## src/rtl/buzzer_round_ctrl_pkg.sv

```systemverilog
// Shared definitions for the quiz-buzzer round controller.
//   state_t    : round FSM states
//   SEG_*      : seven-segment patterns, bit order abcdefg, active-high
//   NPLAYERS   : number of buzzer inputs
package buzzer_round_ctrl_pkg;

   localparam int unsigned NPLAYERS = 4;

   typedef enum logic [2:0] {
      ST_IDLE,
      ST_ARMED,
      ST_LOCKED,
      ST_TIE,
      ST_TIMEOUT
   } state_t;

   localparam logic [6:0] SEG_0    = 7'b1111110;
   localparam logic [6:0] SEG_1    = 7'b0110000;
   localparam logic [6:0] SEG_2    = 7'b1101101;
   localparam logic [6:0] SEG_3    = 7'b1111001;
   localparam logic [6:0] SEG_4    = 7'b0110011;
   localparam logic [6:0] SEG_DASH = 7'b0000001;
   localparam logic [6:0] SEG_E    = 7'b1001111;

   function automatic logic [6:0] seg_digit(input logic [2:0] d);
      case (d)
         3'd1:    return SEG_1;
         3'd2:    return SEG_2;
         3'd3:    return SEG_3;
         3'd4:    return SEG_4;
         default: return SEG_0;
      endcase
   endfunction

   // Player number (1..4) of a single asserted bit; 0 if not exactly one.
   function automatic logic [2:0] onehot_id(input logic [NPLAYERS-1:0] v);
      case (v)
         4'b0001: return 3'd1;
         4'b0010: return 3'd2;
         4'b0100: return 3'd3;
         4'b1000: return 3'd4;
         default: return 3'd0;
      endcase
   endfunction

endpackage

```

## src/rtl/buzzer_round_ctrl_debounce.sv

```systemverilog
// One buzzer channel: 2-flop synchronizer, debouncer, rising-edge detect.
//   clk, rst : clock, async active-high reset
//   din      : raw asynchronous buzzer
//   rise     : one-cycle pulse when the debounced level goes high
module buzzer_debounce #(
   parameter int DEBOUNCE_CYCLES = 4
) (
   input  logic clk,
   input  logic rst,
   input  logic din,
   output logic rise
);

   localparam logic [7:0] LIMIT = 8'(DEBOUNCE_CYCLES);

   logic       s1, s2;
   logic [7:0] cnt;
   logic       deb, deb_q;

   // Level is accepted once the synced input has been high LIMIT cycles in a row.
   assign deb  = (cnt == LIMIT);
   assign rise = deb & ~deb_q;

   always_ff @(posedge clk or posedge rst) begin
      if (rst) begin
         s1    <= 1'b0;
         s2    <= 1'b0;
         cnt   <= '0;
         deb_q <= 1'b0;
      end else begin
         s1    <= din;
         s2    <= s1;
         deb_q <= deb;
         if (!s2)
            cnt <= '0;
         else if (cnt != LIMIT)
            cnt <= cnt + 8'd1;
      end
   end

endmodule

```

## src/rtl/buzzer_round_ctrl.sv

```systemverilog
// Quiz buzzer round controller: arms on start, latches the first debounced
// press, flags ties, times out the answer window, drives a 7-seg display.
//   clk, rst            : clock, async active-high reset
//   start, clear        : host pulses (arm round / end round)
//   player[3:0]         : raw buzzers, bit i = player i+1
//   winner_valid        : single winner held (LOCKED)
//   winner_id, decimal  : latched player in LOCKED/TIMEOUT, else 0
//   display             : abcdefg pattern for the current state
//   tie, timeout, armed : state flags
module buzzer_round_ctrl
   import buzzer_round_ctrl_pkg::*;
#(
   parameter int DEBOUNCE_CYCLES = 4,
   parameter int ANSWER_CYCLES   = 1000
) (
   input  logic                clk,
   input  logic                rst,
   input  logic                start,
   input  logic                clear,
   input  logic [NPLAYERS-1:0] player,
   output logic                winner_valid,
   output logic [2:0]          winner_id,
   output logic [6:0]          display,
   output logic [3:0]          decimal,
   output logic                tie,
   output logic                timeout,
   output logic                armed
);

   localparam logic [19:0] ACNT_LAST = 20'(ANSWER_CYCLES - 1);

   state_t              state, nstate;
   logic [NPLAYERS-1:0] rise;
   logic [2:0]          win_id, win_id_n;
   logic [19:0]         acnt;

   for (genvar g = 0; g < NPLAYERS; g++) begin : g_btn
      buzzer_debounce #(.DEBOUNCE_CYCLES(DEBOUNCE_CYCLES)) u_deb (
         .clk  (clk),
         .rst  (rst),
         .din  (player[g]),
         .rise (rise[g])
      );
   end

   always_ff @(posedge clk or posedge rst) begin
      if (rst) state <= ST_IDLE;
      else     state <= nstate;
   end

   always_comb begin
      nstate   = state;
      win_id_n = win_id;
      case (state)
         ST_IDLE:   if (start) nstate = ST_ARMED;
         ST_ARMED: begin
            if (onehot_id(rise) != 3'd0) begin
               nstate   = ST_LOCKED;
               win_id_n = onehot_id(rise);
            end else if (rise != '0) begin
               nstate = ST_TIE;
            end
         end
         ST_LOCKED: if (acnt == ACNT_LAST) nstate = ST_TIMEOUT;
         default:   nstate = state;
      endcase
      if (clear) nstate = ST_IDLE;
      // The id register is only meaningful while a winner is held.
      if (nstate != ST_LOCKED && nstate != ST_TIMEOUT) win_id_n = 3'd0;
   end

   // Answer window counter: cleared on LOCKED entry, saturates.
   always_ff @(posedge clk or posedge rst) begin
      if (rst)
         acnt <= '0;
      else if (nstate == ST_LOCKED && state != ST_LOCKED)
         acnt <= '0;
      else if (state == ST_LOCKED && acnt != '1)
         acnt <= acnt + 20'd1;
   end

   // Outputs are registered from the next state so they change with it.
   always_ff @(posedge clk or posedge rst) begin
      if (rst) begin
         win_id       <= 3'd0;
         winner_valid <= 1'b0;
         display      <= SEG_0;
         tie          <= 1'b0;
         timeout      <= 1'b0;
         armed        <= 1'b0;
      end else begin
         win_id       <= win_id_n;
         winner_valid <= (nstate == ST_LOCKED);
         tie          <= (nstate == ST_TIE);
         timeout      <= (nstate == ST_TIMEOUT);
         armed        <= (nstate == ST_ARMED);
         case (nstate)
            ST_LOCKED:  display <= seg_digit(win_id_n);
            ST_TIE:     display <= SEG_DASH;
            ST_TIMEOUT: display <= SEG_E;
            default:    display <= SEG_0;
         endcase
      end
   end

   assign winner_id = win_id;
   assign decimal   = {1'b0, win_id};

endmodule

```

## config.mk

```make
export PLATFORM = sky130hd
export DESIGN_NAME = buzzer_round_ctrl
export DESIGN_NICKNAME = d
export VERILOG_FILES = /design/src/rtl/buzzer_round_ctrl_pkg.sv /design/src/rtl/buzzer_round_ctrl_debounce.sv /design/src/rtl/buzzer_round_ctrl.sv
export SDC_FILE = /design/constraint.sdc
export NUM_CORES = 1
export LEC_CHECK = 0
export ABC_AREA = 1
export CORE_ASPECT_RATIO = 1.4
export CORE_MARGIN = 2
export CORE_UTILIZATION = 30
export DETAILED_ROUTE_END_ITERATION = 16
export SYNTH_ARGS = -nofsm -noshare
export SYNTH_HDL_FRONTEND = slang
export SYNTH_SLANG_ARGS = --single-unit
```

## constraint.sdc

```tcl
create_clock -name clk -period 8.5 [get_ports clk]
set_clock_uncertainty 0.05 [all_clocks]
set_input_delay 2.125 -clock clk [delete_from_list [all_inputs] [get_ports clk]]
set_output_delay 2.125 -clock clk [all_outputs]
set_load 0.05 [all_outputs]
```

== After elaboration in Yosys (flattened, before gate mapping) ==
Index checks and enable logic that the tools add are counted.
Storage, ports and cells
  bits in registers: 81
  bits of input ports: 8
  output and inout port bits: 18
  word-level logic and storage cells: 98
Cells by class
  $add $sub $neg: 5
  equal/unequal tests: 31
  muxes and demuxes: 23
  bitwise logic cells: 8
  reduce and logical (&&, ||, !) cells: 7
Operators by type and width (count)
  8-bit 2-to-1 mux: 8
  20-bit 2-to-1 mux: 2
  8-bit by 1-bit adder with 8-bit output (second input constant): 4
  8-bit by 3-bit equality test with 1-bit output (second input constant): 4
  8-bit by 3-bit != test with 1-bit output (second input constant): 4
  7-bit one-hot mux with 4 select lines: 1
  3-bit 2-to-1 mux: 9
  7-bit one-hot mux with 3 select lines: 1
  20-bit by 1-bit adder with 20-bit output (second input constant): 1
  20-bit by 10-bit equality test with 1-bit output (second input constant): 1
  20-bit != test (second input constant): 1
  3-bit by 2-bit equality test with 1-bit output (second input constant): 5
  3-bit one-hot mux with 4 select lines: 1
  3-bit by 1-bit equality test with 1-bit output (second input constant): 3
  3-bit one-hot mux with 3 select lines: 1
  2-bit != test (second input constant): 4
  3-bit equality test (second input constant): 2
  3-bit by 2-bit != test with 1-bit output (second input constant): 2
  1-bit AND: 4
  4-bit by 1-bit equality test with 1-bit output (second input constant): 1
  4-bit by 2-bit equality test with 1-bit output (second input constant): 1
  4-bit by 3-bit equality test with 1-bit output (second input constant): 1
  4-bit equality test (second input constant): 1
  1-bit inverter: 4
  6 further kinds: 8

== Longest topological paths before layout ==
Gate-level depths: netlist of run 1.
  depth after elaboration: 15
  gate-level depth with buffers: 19
  depth with buffers taken out: 19

== By module ==
Synthesis of run 1 repeated with hierarchy kept, for this count alone.
Second synthesis, totals
  cell total of the unflattened synthesis: 571
  area, all modules: 4302.9 um^2
Modules (own cells, without submodules)
  buzzer_debounce: times used 4, cells each 72, area each 549.3 um^2
  buzzer_round_ctrl: times used 1, cells each 283, area each 2105.8 um^2

== Least setup slack after synthesis of run 1 ==
OpenSTA, ideal clock, no wires.
  path type: input-to-reg
  start point: input port clear
  end point: register acnt[1]
  setup time: 0.118 ns
  arrival time: 3.043 ns
  required time: 8.332 ns
  setup slack: 5.290 ns
  stages on the path: 10
  path buffers: 1
  path through: a21oi_1 nand2_2 nor2_8 nand2_4 inv_4 nand2_4 buf_6 nand3_2 a21boi_1 inv_1
Between the ends
  longest elaborated chain between the ends: 4
  elaborated cells between the ends (all ways): 5
  those cells by class: eq/ne: 1; mux: 2; reduce/logical: 2
Ends and longest elaborated chain
  from (decl): RTL line buzzer_round_ctrl.sv:19  | input logic clear,
  3-bit 2-to-1 mux *: RTL line buzzer_round_ctrl.sv:67  | if (clear) nstate = ST_IDLE;
  3-bit by 2-bit equality test with 1-bit output *: RTL line buzzer_round_ctrl.sv:76  | else if (nstate == ST_LOCKED && state != ST_LOCKED)
  1-bit logical AND *: RTL line buzzer_round_ctrl.sv:76
  20-bit 2-to-1 mux or 2-bit nonzero test (tied branches)
  to (signal assigned): RTL line buzzer_round_ctrl.sv:79  | acnt <= acnt + 20'd1;
  to (decl): RTL line buzzer_round_ctrl.sv:35  | logic [19:0] acnt;
Mark *: on every way between the ends. The rest lies on a longest branch, timed or not.
A chain may end at the register's enable or synchronous reset.

== Worst setup path in the final report of run 1 ==
  start point: register display[3]
  end point: output port display[3]
RTL lines
  from (decl): RTL line buzzer_round_ctrl.sv:23  | output logic [6:0] display,
  from (signal assigned): RTL line buzzer_round_ctrl.sv:98  | ST_LOCKED: display <= seg_digit(win_id_n);
No word-level cell between the ends.

==> out/metrics.cfg, run 1 <==
[clock_network]
cts_repair_resize_count = 0
htree_levels = 3
tritoncts_clock_tree = done
clk_transition_reported_paths_ps = 60
cts_sinks = 80
cts_max_path_buffers = 2
clk_root_buffer_cell = sky130_fd_sc_hd__clkbuf_16
insertion_delay_ps = 340
ctsHoldBuffers = 0
post-cts-setup-buffer-count = 0
cts_buffers = 9

[power_and_ir_drop]
post-layout-total-power_mw = 0.925
share_clk_of_total_power_pct = 40.8
switchingPower_mw = 0.243
sequentialPowerShare_pct = 45.7
p_comb_share_pct = 13.6
max-vdd-ir-drop_mv = 0.105
power-per-cell-area_nw_per_um2 = 190
int_power_mw = 0.683
leakagePower_nw = 2.29
switching_share_pct = 26.2

[finish]
finish.instance_area_um2 = 4870
antenna_cells_inserted = 0
fraction_of_layout_instances_using_a_drive_strength_above_1_pct = 13.4
layout.cells.most_common_list = sky130_fd_sc_hd__inv_1 (89), sky130_fd_sc_hd__dfrtp_1 (75), sky130_fd_sc_hd__nand2_1 (62)
utilization_pct = 36.2
area.growth.synth_to_final_pct = 17.1
finish.net_count = 534
mostFrequentLayoutCell = sky130_fd_sc_hd__inv_1

[yosys]
seq_total_area_yosys_pct = 48.3
dominantRegCellSynth = sky130_fd_sc_hd__dfrtp_1
yosys_register_bits = 80
synth_area_um2 = 4160
synthesis.instances = 488
post_synth_num_cell_types = 40
number_of_enable_flip_flop_cells_after_synthesis = 0
synth.top_cells.by_area = sky130_fd_sc_hd__dfrtp_1 (45%), sky130_fd_sc_hd__inv_1 (8.1%), sky130_fd_sc_hd__nand2_1 (5.6%), sky130_fd_sc_hd__nand3_1 (5.2%), sky130_fd_sc_hd__nor2_1 (3.7%)
async_reset_ff_share_pct = 100
yosysWarningCount = 0
yosys.area.top_type = sky130_fd_sc_hd__dfrtp_1
synth.top_cell.area_share_pct = 45.2
post_synth.cell_area_avg_um2 = 8.52
net_count_of_the_mapped_netlist = 505

[setup_path]
peak_per_stage_delay_on_the_critical_path_ps = 800
cp_slowest_cell = sky130_fd_sc_hd__clkdlybuf4s50_1
critical_path_class = flop to output port
wp_data_arrival_ps = 1650
worst_path_dominant_cell_family = buffers and inverters
reg2reg_setup_slack_ps = 6160
crit_buf_inv = 1
cell_by_cell_trace_of_the_critical_path = clkdlybuf4s50_1
worst_ep_required_time_ps = 6330
crit_path_start_kind = flop
cp-end-kind = output port
critical_path_peak_fanout = 2

[grt]
grt_first_pass_wirelength_um = 13800
met2_usage_pct = 20.9
globalRoute.totalOverflow = 0
gr-usage-met1_pct = 13.5
top_usage_layer = met2
maximum_number_of_pins_on_one_net_before_global_route_repair = 81
grtUsageMet3_pct = 2.79
via_count_of_the_first_global_routing_pass = 3127
global_route.usage.total_pct = 11.9
initial_antenna_violation_count = 0

[timing]
post_route_fraction_of_the_period_consumed_by_the_critical_path_pct = 45.0
grt_setup_unrepaired = false
maxClockFrequency_ghz = 0.261
maxSlewViolCount = 0
setup_viol = 0
finalHoldViolCount = 0
final_layout_worst_hold_slack_ps = 295
finalWorstPathRequiredPeriod_ps = 3830
timing.slew.headroom_pct = 34.6
setup-tns-final_ps = 0
timing_worst_slew_pin_value_ps = 982

[die]
dieWidth_um = 103
effective_utilization_at_floorplan_pct = 30.9
i_o_pins = 26
floorplan.rows = 50
fp.coreArea_um2 = 13500
die-area_um2 = 14800
die-height_um = 143

[placement]
hpwlAfterDp_um = 5880
placed_area_um2 = 4580
count_of_buffers_inserted_at_the_top_level_ports = 24
gpl.final_weighted_congestion = 0.790

[detailed_routing]
vias = 3153
wirelength_um = 7790
wirelength_per_cell_um = 11.1
detail_route.first_pass.iterations = 4
route.detailed.vias_per_inst = 4.48
detail_route.drc_violations = 0
initialDrtViolationCount = 87
antenna_violating_nets_post_route = 0

[min_path]
hold_class = flop to flop

[job]
max_cap_violations = 0

[status]
outcome = complete, no violations

## synth_stat cells (all sizes together), types with 5 or more instances
cell,count
a21oi,20
buf,7
dfrtp,75
dfstp,5
ha,9
inv,98
nand2,77
nand3,48
nand4,6
nor2,54
nor3,29
o21ai,29
xor2,6
## cell families (layout without fill, tap and decap cells)
logic type	Yosys count	in the layout	share of synthesized area (%)
and+or+nand+nor	228	228	29.2
xor gates and xnor gates	8	8	1.69
AOI/OAI and AO/OA	56	56	7.68
buffers and inverters	106	140	10.4
other	1	1	0.0902
DFF	80	80	48.3
adders and majority gates	9	9	2.71
## cell type report
type                            count  area [µm²]
Tap cell                          182         228
Clock inverter                      4        45.0
Sequential cell                    80        2010
Inverter                           99         375
Multi-Input combinational cell    302        1720
Timing Repair Buffer               25         248
Clock buffer                       12         246
Fill cell                        1372        8580
## metal layers
| metal | share of wire [%] | vias to the layer above | wire length, µm |
|---|---|---|---|
| li1 | - | 1607 | - |
| met1 | 41 | 1504 | 3220 |
| met2 | 54 | 29 | 4230 |
| met3 | 2.1 | 13 | 163 |
| met4 | 2.2 | 0 | 168 |
| met5 | 0 | - | 0 |
## power groups by stage
| stage | Clock (mW) | Sequential, mW | Combinational (mW) |
|---|---|---|---|
| CTS | 0.391 | 0.423 | 0.129 |
| finish | 0.377 | 0.422 | 0.126 |
| detailed placement | 0 | 0.429 | 0.128 |
| floorplan | 0 | 0.438 | 0.0868 |
| global route | 0.410 | 0.426 | 0.146 |
| global placement | 0 | 0.428 | 0.124 |
## metrics by stage
stage | cells | worst slack, ps
floorplan | 488 | 4280
global placement | 688 | 4680
detailed placement | 688 | 4660
CTS | 704 | 4650
global route | 704 | 4640
finish | 704 | 4670
## registers in the layout (all words and copies together) (netlist names)
signal / flops
tie: 1
g_btn.u_deb.s2: 4
winner_id: 3
winner_valid: 1
display: 6
g_btn.u_deb.deb_q: 4
state: 3
acnt: 20
g_btn.u_deb.cnt: 32
armed: 1
g_btn.u_deb.s1: 4
timeout: 1
## final timing paths
path,startpoint,depth (start not counted),endpoint
worst min-delay path,g_btn[0].u_deb.s1,0,g_btn[0].u_deb.s2
worst min register to register,g_btn[0].u_deb.s1,0,g_btn[0].u_deb.s2
min in group asynchronous,rst,3,g_btn[2].u_deb.s1
max in group asynchronous,rst,3,g_btn[3].u_deb.cnt[2]
worst max register to register,g_btn[3].u_deb.cnt[0],16,acnt[1]
worst max-delay path,display[3],1,display[3]
(Power assumes the default switching activity.)
==> run 2: changes to the inputs <==
Clock period 8.5 ns to 3.2 ns, I/O delays scaled along.
==> run 2 against run 1 <==
Compared with the run above: global-route usage grew 0.093 points; total power grew to 2.7 times the previous value; sequential share of layout area shrank 0.095 points; first-iteration DRC count grew 37%; non-clock buffer count is the same; register-to-register slack lost 5300 ps; critical path type unchanged; critical endpoint is now display[6]; highest routed layer unchanged.
==> out/metrics.cfg, run 2 (synthesis gave the netlist of run 1 again) <==
[placement]
place_ws_ps = 716  ; -3950 ps
gpl.final_weighted_congestion = 0.858  ; +8.6%
count_of_buffers_inserted_at_the_top_level_ports = 24  ; unchanged
hpwlAfterDp_um = 5960  ; +1.4%
placed_cells = 688  ; unchanged

[setup_path]
peak_per_stage_delay_on_the_critical_path_ps = 810  ; about the same
critical_path_peak_fanout = 2  ; unchanged
crit_path_start_kind = flop
wp_data_arrival_ps = 1670  ; +20 ps
cp-end-kind = output port
crit_buf_inv = 1  ; unchanged
cell_by_cell_trace_of_the_critical_path = clkdlybuf4s50_1
critical_path_class = flop to output port
worst_ep_required_time_ps = 2350  ; -3980 ps
cp_slowest_cell = sky130_fd_sc_hd__clkdlybuf4s50_1
worst_path_dominant_cell_family = buffers and inverters

[finish]
n_fill_cell = 1394  ; +1.6%
seq_area_um2 = 2010  ; unchanged
area.growth.synth_to_final_pct = 17.4
top_regs = g_btn.u_deb.cnt (32), acnt (20), display (6)
antenna_cells_inserted = 0  ; unchanged
utilization_pct = 36.3  ; +0.084 points
largest_register_ffs = 32  ; unchanged
largest_register = g_btn.u_deb.cnt
mostFrequentLayoutCell = sky130_fd_sc_hd__inv_1
fin_cells = 704  ; unchanged
finish.net_count = 534  ; unchanged
multiInputGateArea_um2 = 1720  ; unchanged
fraction_of_layout_instances_using_a_drive_strength_above_1_pct = 13.6  ; +0.19 points
layout.cells.most_common_list = sky130_fd_sc_hd__inv_1 (89), sky130_fd_sc_hd__dfrtp_1 (75), sky130_fd_sc_hd__nand2_1 (62)

[detailed_routing]
detail_route.drc_violations = 0  ; unchanged
initialDrtViolationCount = 119  ; +37%
wirelength_per_cell_um = 11.1  ; +0.50%
vias = 3203  ; +1.6%
antenna_violating_nets_post_route = 0  ; unchanged
route.detailed.vias_per_inst = 4.55  ; +1.6%
wirelength_um = 7820  ; +0.50%
detail_route.first_pass.iterations = 4  ; unchanged

[clock_network]
clk_root_buffer_cell = sky130_fd_sc_hd__clkbuf_16
post-cts-setup-buffer-count = 0  ; unchanged
cts_repair_resize_count = 0  ; unchanged
cts_buffers = 9  ; unchanged
cts_max_path_buffers = 2  ; unchanged
clk_transition_reported_paths_ps = 60  ; about the same
cts_sinks = 80  ; unchanged
insertion_delay_ps = 340  ; about the same
ctsHoldBuffers = 0  ; unchanged
htree_levels = 3  ; unchanged
tritoncts_clock_tree = done

[timing]
setup-tns-final_ps = 0  ; unchanged
finalHoldViolCount = 0  ; unchanged
timing.slew.headroom_pct = 62.1  ; +28 points
final_layout_worst_hold_slack_ps = 298  ; +3.29 ps
post_route_fraction_of_the_period_consumed_by_the_critical_path_pct = 78.7
finalWorstSetupSlack_ps = 681  ; -3990 ps
grt_setup_unrepaired = false
timing_worst_slew_pin_value_ps = 567  ; -414 ps
setup_viol = 0  ; unchanged
finalWorstPathRequiredPeriod_ps = 2520
maxSlewViolCount = 0  ; unchanged
maxClockFrequency_ghz = 0.397

[min_path]
hold_class = flop to flop

[die]
fp.coreArea_um2 = 13500  ; unchanged
i_o_pins = 26  ; unchanged
die-area_um2 = 14800  ; unchanged
die-height_um = 143  ; unchanged
dieWidth_um = 103  ; unchanged
effective_utilization_at_floorplan_pct = 30.9  ; unchanged
floorplan.rows = 50  ; unchanged

[power_and_ir_drop]
max-vdd-ir-drop_mv = 0.262  ; +150%
power-per-cell-area_nw_per_um2 = 503  ; +160%
leakagePower_nw = 2.29  ; about the same

[grt]
globalRoute.totalOverflow = 0  ; unchanged
initial_antenna_violation_count = 0  ; unchanged
global_route.usage.total_pct = 12.0  ; +0.093 points
grt_first_pass_wirelength_um = 14000  ; +1.5%
via_count_of_the_first_global_routing_pass = 3254  ; +4.1%
maximum_number_of_pins_on_one_net_before_global_route_repair = 50  ; -38%

[job]
max_cap_violations = 0  ; unchanged

[status]
outcome = complete, no violations

## run 2: cell count changes in the layout (fill, tap and decap cells not counted)
cell                         change
sky130_fd_sc_hd__buf_12          +1
sky130_fd_sc_hd__buf_4           -1
sky130_fd_sc_hd__clkbuf_1        -1
sky130_fd_sc_hd__clkbuf_8        -1
sky130_fd_sc_hd__clkinv_4        +1
sky130_fd_sc_hd__clkinvlp_4      +1
## run 2: metrics by stage
stage               area (µm²)  power, mW
finish                    4880       2.45
CTS                       4880       2.49
global placement          4590       1.47
floorplan                 4160       1.39
detailed placement        4590       1.48
global route              4880       2.59
## run 2: worst paths after layout
check	startpoint	end	slack, ps	cells past startpoint
worst max-delay path	display[3]	display[6]	680	1
worst min-delay path	g_btn[3].u_deb.s1	g_btn[3].u_deb.s2	300	0
worst max register to register	g_btn[2].u_deb.cnt[0]	acnt[1]	830	18
worst min register to register	g_btn[3].u_deb.s1	g_btn[3].u_deb.s2	300	0
max in group asynchronous	rst	display[4]	1640	3
min in group asynchronous	rst	g_btn[2].u_deb.cnt[5]	770	2
## run 2: where the power goes
group	switching [mW]	total (mW)	internal, mW
clock	0.396	0.997	0.601
sequential	0.0481	1.12	1.07
combinational	0.217	0.335	0.118
total	0.661	2.45	1.79
## run 2: metal layers
metal / vias up / global-route usage [%] / share of wire (%)
li1: 1604 / - / -
met1: 1551 / 13.4 / 42
met2: 36 / 21.0 / 53
met3: 12 / 2.89 / 2.9
met4: 0 / 5.40 / 1.9
met5: - / 0 / 0
## run 2: final cells by class
class / count / share of cell area [%]
Timing Repair Buffer: 25 / 5.33
Multi-Input combinational cell: 302 / 35.2
Clock inverter: 6 / 1.26
Tap cell: 182 / 4.67
Inverter: 99 / 7.69
Sequential cell: 80 / 41.2
Clock buffer: 10 / 4.69
## run 2: worst reg2reg max path: stages (launching register included)
cell	delay (ps)
sky130_fd_sc_hd__dfrtp_1	420
sky130_fd_sc_hd__inv_1	90
sky130_fd_sc_hd__ha_1	170
sky130_fd_sc_hd__nand3_2	110
sky130_fd_sc_hd__nor2_4	180
sky130_fd_sc_hd__nand2_2	90
sky130_fd_sc_hd__clkinv_1	50
sky130_fd_sc_hd__nand2_1	50
sky130_fd_sc_hd__nor2_2	110
sky130_fd_sc_hd__nor2_1	70
sky130_fd_sc_hd__nand3_1	80
sky130_fd_sc_hd__nand2_2	60
sky130_fd_sc_hd__nand2_4	100
sky130_fd_sc_hd__nand2_4	70
sky130_fd_sc_hd__inv_4	90
sky130_fd_sc_hd__nand2_4	140
sky130_fd_sc_hd__nand3_2	100
sky130_fd_sc_hd__a21boi_1	160
sky130_fd_sc_hd__inv_1	50
